===== config.mk =====
export PLATFORM = sky130hd
export DESIGN_NAME = tri_pixel_scanner
export DESIGN_NICKNAME = d
export VERILOG_FILES = /design/src/rtl/tri_pixel_scanner.sv
export SDC_FILE = /design/constraint.sdc
export NUM_CORES = 1
export LEC_CHECK = 0
export ABC_AREA = 0
export BUFFER_PORTS_ARGS = -buffer_cell sky130_fd_sc_hd__clkbuf_2
export CAP_MARGIN = 40
export CELL_PAD_IN_SITES_DETAIL_PLACEMENT = 1
export CELL_PAD_IN_SITES_GLOBAL_PLACEMENT = 2
export CORE_MARGIN = 2
export CORE_UTILIZATION = 29
export CTS_CLUSTER_DIAMETER = 120
export DETAILED_ROUTE_END_ITERATION = 8
export PLACE_DENSITY_LB_ADDON = 0.1
export SLEW_MARGIN = 10
export SYNTH_ARGS = -nofsm -noshare
export SYNTH_HDL_FRONTEND = slang
export SYNTH_SLANG_ARGS = --single-unit

===== constraint.sdc =====
create_clock -name clk_in -period 6.1 [get_ports clk_in]
set_input_delay 0.61 -clock clk_in [delete_from_list [all_inputs] [get_ports clk_in]]
set_output_delay 0.61 -clock clk_in [all_outputs]
set_load 0.02 [all_outputs]

===== src/rtl/tri_pixel_scanner.sv =====
// Rasterizer front end: latches one triangle, clips its bounding box to the screen and emits
// pixel centres in raster order. Define TRI_SCANNER_PERF_COUNT_EN to build the pixel counter.
module tri_pixel_scanner #(
  parameter int unsigned XWIDTH     = 24,
  parameter int unsigned YWIDTH     = 24,
  parameter int unsigned FRAC       = 14,
  parameter int unsigned VAL_WIDTH  = 16,
  parameter int unsigned AINV_WIDTH = 16,
  parameter int unsigned HRES       = 320,
  parameter int unsigned VRES       = 180,
  parameter int unsigned HWIDTH     = 9,
  parameter int unsigned VWIDTH     = 8
) (
  input  logic                      clk_in,
  input  logic                      rst_in,
  input  logic                      freeze,
  input  logic                      tri_valid_in,
  output logic                      tri_ready_out,
  input  logic [3*XWIDTH-1:0]       x_tri_in,
  input  logic [3*YWIDTH-1:0]       y_tri_in,
  input  logic [AINV_WIDTH-1:0]     iarea_in,
  input  logic [3*VAL_WIDTH-1:0]    vals_in,
  output logic [XWIDTH-1:0]         x_out,
  output logic [YWIDTH-1:0]         y_out,
  output logic [HWIDTH-1:0]         hcount_out,
  output logic [VWIDTH-1:0]         vcount_out,
  output logic [3*XWIDTH-1:0]       x_tri_out,
  output logic [3*YWIDTH-1:0]       y_tri_out,
  output logic [AINV_WIDTH-1:0]     iarea_out,
  output logic [3*VAL_WIDTH-1:0]    vals_out,
  output logic                      pixel_valid_out,
  output logic                      last_out,
  output logic                      busy_out,
  output logic [31:0]               pix_count_out
);

  // Floor values carry one extra bit so signed clip compares cannot overflow.
  localparam int unsigned XFW = XWIDTH - FRAC + 1;
  localparam int unsigned YFW = YWIDTH - FRAC + 1;
  localparam logic signed [XFW-1:0] XLIM  = XFW'(HRES - 1);
  localparam logic signed [YFW-1:0] YLIM  = YFW'(VRES - 1);
  localparam logic [XWIDTH-1:0]     XHALF = XWIDTH'(1) << (FRAC - 1);
  localparam logic [YWIDTH-1:0]     YHALF = YWIDTH'(1) << (FRAC - 1);

  typedef enum logic [1:0] {StIdle, StBbox, StClip, StScan} state_e;

  state_e state_q, state_d;

  logic [3*XWIDTH-1:0]    x_tri_q;
  logic [3*YWIDTH-1:0]    y_tri_q;
  logic [AINV_WIDTH-1:0]  iarea_q;
  logic [3*VAL_WIDTH-1:0] vals_q;

  logic signed [XFW-1:0] xlo_q, xhi_q, xlo_d, xhi_d, xmin_c, xmax_c;
  logic signed [YFW-1:0] ylo_q, yhi_q, ylo_d, yhi_d, ymin_c, ymax_c;
  logic [HWIDTH-1:0]     xmin_q, xmax_q, hcount_q, hcount_d;
  logic [VWIDTH-1:0]     ymin_q, ymax_q, vcount_q, vcount_d;
  logic [XWIDTH-1:0]     x_q, x_d;
  logic [YWIDTH-1:0]     y_q, y_d;

  logic signed [XWIDTH-1:0] xa, xb, xc, xmn, xmx;
  logic signed [YWIDTH-1:0] ya, yb, yc, ymn, ymx;

  logic accept, box_empty, pix_last, cnt_ld;

  assign xa = x_tri_q[0 +: XWIDTH];
  assign xb = x_tri_q[XWIDTH +: XWIDTH];
  assign xc = x_tri_q[2*XWIDTH +: XWIDTH];
  assign ya = y_tri_q[0 +: YWIDTH];
  assign yb = y_tri_q[YWIDTH +: YWIDTH];
  assign yc = y_tri_q[2*YWIDTH +: YWIDTH];

  always_comb begin
    xmn = xa;
    xmx = xa;
    if (xb < xmn) xmn = xb;
    if (xc < xmn) xmn = xc;
    if (xb > xmx) xmx = xb;
    if (xc > xmx) xmx = xc;
    ymn = ya;
    ymx = ya;
    if (yb < ymn) ymn = yb;
    if (yc < ymn) ymn = yc;
    if (yb > ymx) ymx = yb;
    if (yc > ymx) ymx = yc;
    xlo_d = XFW'(xmn >>> FRAC);
    xhi_d = XFW'(xmx >>> FRAC);
    ylo_d = YFW'(ymn >>> FRAC);
    yhi_d = YFW'(ymx >>> FRAC);
  end

  always_comb begin
    xmin_c    = xlo_q[XFW-1] ? '0 : xlo_q;
    xmax_c    = (xhi_q > XLIM) ? XLIM : xhi_q;
    ymin_c    = ylo_q[YFW-1] ? '0 : ylo_q;
    ymax_c    = (yhi_q > YLIM) ? YLIM : yhi_q;
    box_empty = (xmin_c > xmax_c) || (ymin_c > ymax_c);
  end

  always_comb begin
    state_d       = state_q;
    hcount_d      = hcount_q;
    vcount_d      = vcount_q;
    cnt_ld        = 1'b0;
    tri_ready_out = (state_q == StIdle) && !freeze;
    accept        = tri_ready_out && tri_valid_in;
    pix_last      = (state_q == StScan) && (hcount_q == xmax_q) && (vcount_q == ymax_q);
    unique case (state_q)
      StIdle: if (accept) state_d = StBbox;
      StBbox: state_d = StClip;
      StClip: begin
        if (box_empty) begin
          state_d = StIdle;
        end else begin
          state_d  = StScan;
          hcount_d = HWIDTH'(xmin_c);
          vcount_d = VWIDTH'(ymin_c);
          cnt_ld   = 1'b1;
        end
      end
      StScan: begin
        if (pix_last) begin
          state_d = StIdle;
        end else begin
          cnt_ld = 1'b1;
          if (hcount_q < xmax_q) begin
            hcount_d = hcount_q + HWIDTH'(1);
          end else begin
            hcount_d = xmin_q;
            vcount_d = vcount_q + VWIDTH'(1);
          end
        end
      end
      default: state_d = StIdle;
    endcase
    x_d = (XWIDTH'(hcount_d) << FRAC) | XHALF;
    y_d = (YWIDTH'(vcount_d) << FRAC) | YHALF;
  end

  always_ff @(posedge clk_in) begin
    if (rst_in) begin
      state_q  <= StIdle;
      x_tri_q  <= '0;
      y_tri_q  <= '0;
      iarea_q  <= '0;
      vals_q   <= '0;
      xlo_q    <= '0;
      xhi_q    <= '0;
      ylo_q    <= '0;
      yhi_q    <= '0;
      xmin_q   <= '0;
      xmax_q   <= '0;
      ymin_q   <= '0;
      ymax_q   <= '0;
      hcount_q <= '0;
      vcount_q <= '0;
      x_q      <= '0;
      y_q      <= '0;
    end else if (!freeze) begin
      state_q <= state_d;
      if (accept) begin
        x_tri_q <= x_tri_in;
        y_tri_q <= y_tri_in;
        iarea_q <= iarea_in;
        vals_q  <= vals_in;
      end
      if (state_q == StBbox) begin
        xlo_q <= xlo_d;
        xhi_q <= xhi_d;
        ylo_q <= ylo_d;
        yhi_q <= yhi_d;
      end
      if (state_q == StClip) begin
        xmin_q <= HWIDTH'(xmin_c);
        xmax_q <= HWIDTH'(xmax_c);
        ymin_q <= VWIDTH'(ymin_c);
        ymax_q <= VWIDTH'(ymax_c);
      end
      // Counters only move while a pixel is pending, so coordinates track hcount/vcount.
      if (cnt_ld) begin
        hcount_q <= hcount_d;
        vcount_q <= vcount_d;
        x_q      <= x_d;
        y_q      <= y_d;
      end
    end
  end

`ifdef TRI_SCANNER_PERF_COUNT_EN
  logic [31:0] pix_count_q;

  always_ff @(posedge clk_in) begin
    if (rst_in) begin
      pix_count_q <= '0;
    end else if (!freeze && (state_q == StScan)) begin
      pix_count_q <= pix_count_q + 32'd1;
    end
  end

  assign pix_count_out = pix_count_q;
`else
  assign pix_count_out = '0;
`endif

  assign pixel_valid_out = (state_q == StScan);
  assign last_out        = pix_last;
  assign busy_out        = (state_q != StIdle);
  assign hcount_out      = hcount_q;
  assign vcount_out      = vcount_q;
  assign x_out           = x_q;
  assign y_out           = y_q;
  assign x_tri_out       = x_tri_q;
  assign y_tri_out       = y_tri_q;
  assign iarea_out       = iarea_q;
  assign vals_out        = vals_q;

endmodule


==> impl_metrics.ini, run 1 <==
[outcome]
status = completed

[logic_synthesis]
synth_compound_gate_area_share_pct = 19.31
avgSynthCellArea_um2 = 7.713
synth_xor_area_share_pct = 0.3990
synth_top_family_by_area = simple AND/OR/NAND/NOR gates
syn_area_um2 = 17560
ys_async_sr_fraction_pct = 0
synth_cells = 2277
ys_seq_area_share_pct = 33.51
synthMuxAreaShare_pct = 3.797
synth-edff-count = 0
synthAdderAreaFrac_pct = 12.18
synth_flop_cell = dfxtp_1
yosys.area_share.simple_pct = 22.34
yosysWarnings = 0
synth_cell_types = 77
synth-seq-cells = 294

[hold_path]
holdPathStages = 3
hold_path_class = in2reg
min-delay-start = vals_in[16]

[clocking]
cts_setup_buffers = 0
cts-resized-gates = 0
clk_latency_ps = 570
clock_path_buffers = 3
root_buffer = clkbuf_16
htree_levels = 2
hold_buffers = 0
tritoncts = done
cts-buffers-inserted = 39
clkTransAtPathRegs_ps = 60
cts.sink_count = 294

[timing]
period_minus_slack_ps = 5272
final-max-slew-violation-count = 0
maxSlewHeadroom_pct = 17.85
setup_viol = 0
skew_ps = 26.85
setup_ws_ps = 828.1
period_share_pct = 86.43
tightestPinTransition_ps = 1232
tns_ps = 0
rsz0062_at_grt = no
max_freq_mhz = 189.7
final_hold_viol_count = 0

[global_route]
overflow = 0
met2_usage_pct = 39.53
grt_use_met3_pct = 3.741
grt_pass1_vias = 18220
grt_pass1_wl_um = 107700
grtUsageTotal_pct = 21.66
grt_antenna_before_repair = 1
met1_usage_pct = 26.37
grt_max_degree = 188
busiest_layer = met2

[worst_setup_path]
startpoint = x_tri_out[23]
critPathCaptureType = flop
worst-path-max-fanout = 14
required_ps = 6520
cp.arrival_ps = 5690
crit_path_start_kind = flop
crit_type = reg2reg
r2r_cells = 19
rr_startpoint = x_tri_out[23]

[drt]
drtIter0Drc = 748
dr.pass1.iters = 5
wl_um = 69180
drtAntennaViolNets = 0
routedWlPerCell_um = 19.99
drc_errors = 0
vias = 17410
via_per_inst = 5.031

[place]
gp_congestion = 0.8143
port_buffers = 459
pre_cts_ws_ps = 829.4
place_hpwl_um = 52810

[floorplan]
ios = 521
fp.dieArea_um2 = 62540
rows = 90
coreArea_um2 = 60130
chipWidth_um = 250.1
fp.dieH_um = 250.1
start_util_pct = 29.21

[pwr]
seq_power_share_pct = 35.4
p_int_uw = 3915
p_sw_uw = 2084
clkPwrFrac_pct = 37.4
powerDensity_nw_per_um2 = 279.6
netSwitchingFraction_pct = 34.74
pwr-share-comb_pct = 27.2
leakage_uw = 0.009597
peakVddDrop_uv = 152.7

[finish]
final_common_cell = nand2_1
nets = 3037
drive_above_1_share_pct = 20.99
final_cell_mix = nand2_1 (567), clkbuf_2 (458), a21oi_1 (307)
diodes = 0
syn2layout_area_growth_pct = 22.15

[flow_run]
cap_violations = 0
cell type report:
class,instances,area [µm²]
Clock buffer,59,1142
Inverter,92,345.3
Timing Repair Buffer,483,2579
Clock inverter,6,72.57
Tap cell,782,978.4
Fill cell,7426,38680
Sequential cell,294,5886
Multi-Input combinational cell,1744,10450
cell usage after synthesis (4+ instances only):
cell type,n,share of area (%)
mux2i_1,64,3.6
ha_1,171,12
o211ai_1,5,0.21
a21oi_1,307,8.7
a211o_1,22,1.1
clkbuf_1,109,2.3
a32oi_1,17,0.85
a211oi_1,13,0.56
xor2_1,6,0.30
and3_1,13,0.46
nor3b_1,9,0.38
inv_1,89,1.9
a22o_1,11,0.55
nand2_1,568,12
nand4_1,38,1.4
o2bb2ai_1,8,0.40
nor2_1,84,1.8
and4_1,4,0.20
o32ai_1,7,0.35
a22oi_1,4,0.17
or3_1,13,0.46
o21ai_0,32,0.91
buf_4,84,3.6
nor2b_1,35,1.2
nor3_1,29,0.83
o21a_1,13,0.56
nand3_1,61,1.7
a31oi_1,4,0.14
nand2b_1,28,1.0
o31ai_1,9,0.38
a21o_1,30,1.3
o221ai_1,20,1.0
dfxtp_1,294,34
buf_2,9,0.26
metal layers:
metal | vias to the layer above | wire (µm)
met1 | 8497 | 29740
met2 | 316 | 35310
li1 | 8524 | -
met4 | 2 | 1199
met5 | - | 13
met3 | 68 | 2914
sequential cells by signal (all words and copies together), names as in the netlist, named ones only:
signal,cells
iarea_out,16
state_q,2
vals_out,48
x_tri_out,72
xhi_q,10
xlo_q,10
xmax_q,9
xmin_q,9
y_out,1
y_tri_out,72
yhi_q,10
ylo_q,10
ymax_q,8
final timing paths:
check | slack (ps) | end
hold / removal | 250 | vals_out[16]
hold reg to reg | 450 | vals_out[1]
setup / recovery | 830 | xhi_q[7]
setup reg to reg | 830 | xhi_q[7]
cell families (layout without fill, tap and decap cells):
kind of cell / count (synthesis) / count (layout)
DFF: 294 / 294
and+or+nand+nor: 898 / 898
AOI/OAI and AO/OA: 540 / 540
muxes: 66 / 66
buffers and inverters: 299 / 640
adders and majority gates: 171 / 171
other: 1 / 61
xor gates and xnor gates: 8 / 8
power groups by stage:
stage | logic [µW] | registers [µW] | clock network, µW
6_report | 1630 | 2120 | 2250
5_1_grt | 1810 | 2140 | 2400
4_1_cts | 1640 | 2130 | 2330
3_5_place_dp | 1640 | 2170 | 0
3_3_place_gp | 1570 | 2170 | 0
2_1_floorplan | 1080 | 2200 | 0
through the flow:
stage	std cells	area, µm²	util, %	hold WS [ps]	total power (µW)
global route	3460	21450	35.67	243.0	6346
global placement	3390	20130	33.48	442.6	3739
CTS	3460	21450	35.67	215.7	6103
finish	3460	21450	35.67	251.3	5999
floorplan	2337	17790	-	416.7	3286
detailed placement	3395	20240	33.65	445.1	3806
worst max-delay path: stages (launching register included):
cell      delay, ps
dfxtp_1         420
inv_1            70
ha_1            510
nand4_1         250
nor4_2          410
o31a_1          190
buf_4           200
nor3_1          110
o21ai_4         380
buf_4           290
mux2i_1         290
ha_1            190
nand4_1         100
or2_1           270
nor2_1          150
and4_1          190
o21ai_0         120
and4_1          220
nor2_1          540
o221ai_1        200
No activity file was read; power rests on OpenSTA's default activity.
==> run 2, diff against run 1 <==
Settings changed: CELL_PAD_IN_SITES_DETAIL_PLACEMENT 1 to default, CELL_PAD_IN_SITES_GLOBAL_PLACEMENT 2 to default, CORE_AREA from default to 2 2 202 204, CORE_MARGIN 2 to default, CORE_UTILIZATION 29 to default, DIE_AREA from default to 0 0 204 206, PLACE_DENSITY from default to 0.7, PLACE_DENSITY_LB_ADDON 0.1 to default.
==> run 2 against run 1 <==
  * Fmax shrank 5.9%
  * Via count grew 0.83%
  * Count of clock-buffer cells in the layout shrank 8
  * Sequential cell count is the same
  * Design area shrank 1.8%
  * Utilization grew 17 points
  * Sequential power is essentially flat
  * Clock power shrank 3%
  * Total power shrank 2.4%
  * Clock skew shrank 0.97 ps
  * Critical endpoint is now xhi_q[1]
  * Largest cell class unchanged
==> impl_metrics.ini, run 2 (synthesis gave the netlist of run 1 again) <==
[outcome]
status = completed

[clocking]
cts_setup_buffers = 0
root_buffer = clkbuf_16
htree_levels = 2
cts-resized-gates = 0
hold_buffers = 0
clkTransAtPathRegs_ps = 70
cts-buffers-inserted = 34
tritoncts = done
cts.sink_count = 294
clk_latency_ps = 550
clock_path_buffers = 3

[place]
gp_congestion = 0.8986
port_buffers = 459
dpl.cell_count = 3143
dpl_cell_area_um2 = 19870
place_hpwl_um = 43210

[timing]
setup_viol = 0
tightestPinTransition_ps = 900.8
tns_ps = 0
maxSlewHeadroom_pct = 39.54
skew_ps = 25.88
final_hold_viol_count = 0
period_share_pct = 91.81
timing.hold.ws_ps = 268.7
max_freq_mhz = 178.5
period_minus_slack_ps = 5601
final-max-slew-violation-count = 0
rsz0062_at_grt = no

[drt]
drc_errors = 0
routedWlPerCell_um = 17.97
via_per_inst = 5.480
dr.pass1.iters = 5
drtIter0Drc = 1125
drtAntennaViolNets = 0
wl_um = 57550
vias = 17550

[finish]
final_common_cell = nand2_1
utilization_pct = 52.42
nets = 3030
syn2layout_area_growth_pct = 19.95
drive_above_1_share_pct = 21.01
final_cell_mix = nand2_1 (567), clkbuf_2 (458), a21oi_1 (307)
stdcell_count = 3203
fin_area_um2 = 21070

[floorplan]
rows = 74
start_util_pct = 43.70
ios = 521
chipWidth_um = 204
fp.dieH_um = 206
coreArea_um2 = 40180
fp.dieArea_um2 = 42020

[global_route]
grt_pass1_wl_um = 89090
busiest_layer = met2
grt_max_degree = 102
grtUsageTotal_pct = 26.46
grt_antenna_before_repair = 1
grt_use_met3_pct = 4.415
met2_usage_pct = 46.88
grt_pass1_vias = 16710
met1_usage_pct = 32.12
overflow = 0

[worst_setup_path]
cp_slowest_cell = o21ai_4
slowest_delay_ps = 660
required_ps = 6490
worst-path-max-fanout = 27
critPathCaptureType = flop
r2r_cells = 18
critical_path_buf_inv_count = 2
cp_cell_sequence = inv_1 -> ha_1 -> buf_4 -> nand4_1 -> nor4_2 -> o31a_1 -> nor3_1 -> o21ai_4 -> mux2i_1 -> ha_1 -> nand4_1 -> or2_1 -> nor2_1 -> and4_1 -> o21ai_0 -> and4_1 -> nor2_1 -> o221ai_1
critPathTopFamily = simple AND/OR/NAND/NOR gates
rr_endpoint = xhi_q[1]
crit_path_start_kind = flop
rr_startpoint = x_tri_out[23]
crit_type = reg2reg
rrSetupSlack_ps = 500
cp.arrival_ps = 5990

[pwr]
leakage_uw = 0.009568
peakVddDrop_uv = 184.4
powerDensity_nw_per_um2 = 278.0

[hold_path]
holdPathStages = 3
worstHoldEndpoint = x_tri_out[61]
hold_path_class = in2reg
min-delay-start = x_tri_in[61]

[flow_run]
cap_violations = 0
==> run 2: changes by cell type in the layout (fill, tap and decap cells not counted), moves of 3 or more <==
cell       before  now
clkbuf_1       12    5
bufinv_16       1    4
clkbuf_16      40   35
clkbuf_8        8   12
==> run 2: tightest hold or removal path: cells and delay by family <==
| family | cells | cell delay [ps] |
|---|---|---|
| buf+inv | 1 | 80 |
| compound gates | 1 | 50 |
| simple gates | 1 | 40 |
==> run 2: final cells by class <==
class / count / area [µm²]
fillers: 3946 / 19120
multi-input cells: 1744 / 10450
flip-flops and latches: 294 / 5886
repair buffers: 481 / 2525
clock buffers: 51 / 1046
well taps: 532 / 665.6
inverters: 92 / 345.3
clock inverters: 8 / 146.4
diodes: 1 / 2.502
==> run 2: per-layer routing <==
| layer | vias up | wire (µm) |
|---|---|---|
| met3 | 118 | 3692 |
| met1 | 8267 | 23560 |
| met4 | 0 | 1829 |
| li1 | 8525 | - |
| met5 | - | 0 |
| met2 | 642 | 28470 |
==> run 2: power breakdown <==
part,internal [µW],switching (µW)
Combinational,558,997
Sequential,2000,117
Clock,1350,830
==> run 2: worst max-delay path by stage <==
| stage | depth (start not counted) | startpoint | end | slack, ps |
|---|---|---|---|---|
| after floorplan | 21 | x_tri_out[1] | xhi_q[9] | 1600 |
| after global placement | 18 | y_tri_out[13] | yhi_q[2] | 640 |
| after detailed placement | 18 | x_tri_out[23] | xhi_q[4] | 650 |
| after CTS | 18 | x_tri_out[23] | xhi_q[1] | 600 |
| after global routing | 18 | x_tri_out[23] | xhi_q[2] | 50 |
| final | 18 | x_tri_out[23] | xhi_q[1] | 500 |
==> run 2: through the flow <==
step	total power, µW	setup slack [ps]
3_3_place_gp	3643	638.5
5_1_grt	6144	54.39
4_1_cts	5893	597.3
3_5_place_dp	3698	650.1
2_1_floorplan	3286	1604
6_report	5856	499.3
==> run 3, diff against run 2 <==
Settings changed: MAX_ROUTING_LAYER from default to met4.
==> run 3 against run 2 <==
  * Clock power hardly changed
  * Die area stayed put
  * Hold slack better by 5.8 ps
  * Critical path type unchanged
  * Critical endpoint is now xhi_q[9]
  * Largest cell class unchanged
  * Largest power group unchanged
==> impl_metrics.ini, run 3 (synthesis gave the netlist of run 1 again) <==
[global_route]
grtUsageTotal_pct = 27.24
met1_usage_pct = 32.42
grt_pass1_vias = 16660
overflow = 0
busiest_layer = met2
grt_pass1_wl_um = 88940
grt_use_met3_pct = 3.548
grt_max_degree = 128
met2_usage_pct = 46.78
grt_antenna_before_repair = 2

[drt]
routedWlPerCell_um = 18.09
drc_errors = 0
drtIter0Drc = 1128
dr.pass1.iters = 7
via_per_inst = 5.466
vias = 17520
wl_um = 57990
drtAntennaViolNets = 0

[floorplan]
coreArea_um2 = 40180
ios = 521
rows = 74
start_util_pct = 43.70
fp.dieArea_um2 = 42020
fp.dieH_um = 206
chipWidth_um = 204

[place]
place_hpwl_um = 43680
gp_congestion = 0.9380
port_buffers = 459
dpl_cell_area_um2 = 19900
dpl.cell_count = 3142

[worst_setup_path]
cp.depth = 19
crit_top_cell = a21oi_1
critPathCaptureType = flop
cp_cell_sequence = inv_1 -> ha_1 -> buf_4 -> a21oi_1 -> o21ai_0 -> a21oi_1 -> and3_1 -> a21boi_2 -> o21ai_4 -> mux2i_1 -> ha_1 -> a21o_1 -> a21o_1 -> a21o_1 -> a221o_1 -> a21oi_1 -> a21oi_1 -> nor2_1 -> o221ai_1
critical_path_buf_inv_count = 2
cp.arrival_ps = 5910
rr_startpoint = x_tri_out[23]
slowest_delay_ps = 690
r2r_cells = 19
rr_endpoint = xhi_q[9]
critPathTopFamily = compound AO/OA/AOI/OAI gates
cp_slowest_cell = o21ai_4
crit_type = reg2reg
crit_path_start_kind = flop
required_ps = 6490
worst-path-max-fanout = 48
rrSetupSlack_ps = 590

[finish]
fin_area_um2 = 21120
drive_above_1_share_pct = 21.07
utilization_pct = 52.55
stdcell_count = 3206
syn2layout_area_growth_pct = 20.24
nets = 3030
multi_input_area_um2 = 10450
fill_cells = 3940
final_common_cell = nand2_1
final_cell_mix = nand2_1 (567), clkbuf_2 (458), a21oi_1 (307)
register_area_um2 = 5886

[timing]
period_share_pct = 90.38
period_minus_slack_ps = 5513
maxSlewHeadroom_pct = 40.33
final_hold_viol_count = 0
tightestPinTransition_ps = 889.1
tns_ps = 0
final-max-slew-violation-count = 0
setup_viol = 0
skew_ps = 30.17
rsz0062_at_grt = no
max_freq_mhz = 181.4

[clocking]
root_buffer = clkbuf_16
clock_path_buffers = 3
cts_setup_buffers = 0
cts-resized-gates = 0
cts-buffers-inserted = 35
cts.sink_count = 294
hold_buffers = 0
tritoncts = done
htree_levels = 2
clk_latency_ps = 560
clkTransAtPathRegs_ps = 60

[pwr]
leakage_uw = 0.009588
peakVddDrop_uv = 197.6
finalPower_uw = 5893
powerDensity_nw_per_um2 = 279.1

[flow_run]
cap_violations = 0

[hold_path]
holdPathStages = 3
hold_path_class = in2reg
worstHoldEndpoint = x_tri_out[59]
min-delay-start = x_tri_in[59]

[outcome]
status = completed
## run 3: worst min-delay path, cell delays in order
cell and delay [ps]:
clkbuf_2 80, nand2_1 40, a21oi_1 50
## run 3: per-stage QoR
step           hold WS, ps  setup slack (ps)
6_report             274.5             587.0
5_1_grt              275.6             214.4
4_1_cts              249.9             715.1
3_5_place_dp         445.8             740.1
3_3_place_gp         439.7             893.0
2_1_floorplan        416.7              1604
## run 3: worst max-delay path by stage
| stage | startpoint | end | slack [ps] |
|---|---|---|---|
| 4_1_cts | x_tri_out[23] | xhi_q[9] | 720 |
| 6_report | x_tri_out[23] | xhi_q[9] | 590 |
| 2_1_floorplan | x_tri_out[1] | xhi_q[9] | 1600 |
| 5_1_grt | x_tri_out[23] | xhi_q[9] | 210 |
| 3_3_place_gp | y_tri_out[14] | yhi_q[3] | 890 |
| 3_5_place_dp | x_tri_out[23] | xhi_q[9] | 740 |
## run 3: metal layers
metal  wire length, µm  share of wire (%)
met2             28810                 50
met1             23650                 41
met5                 0                  0
met4              1942                3.3
met3              3588                6.2
## run 3: area by class of cell
cell class	instances	share of cell area (%)
clock buffer	51	5.060
inverter	92	1.635
timing repair buffer	480	12.12
clock inverter	11	0.6577
multi-input combinational	1744	49.48
antenna	2	0.02370
sequential	294	27.87
tap	532	3.152
## run 3: report_power, final
part           total, µW  switching, µW  internal (µW)
combinational       1570           1010            565
sequential          2120            113           2000
clock               2200            859           1340
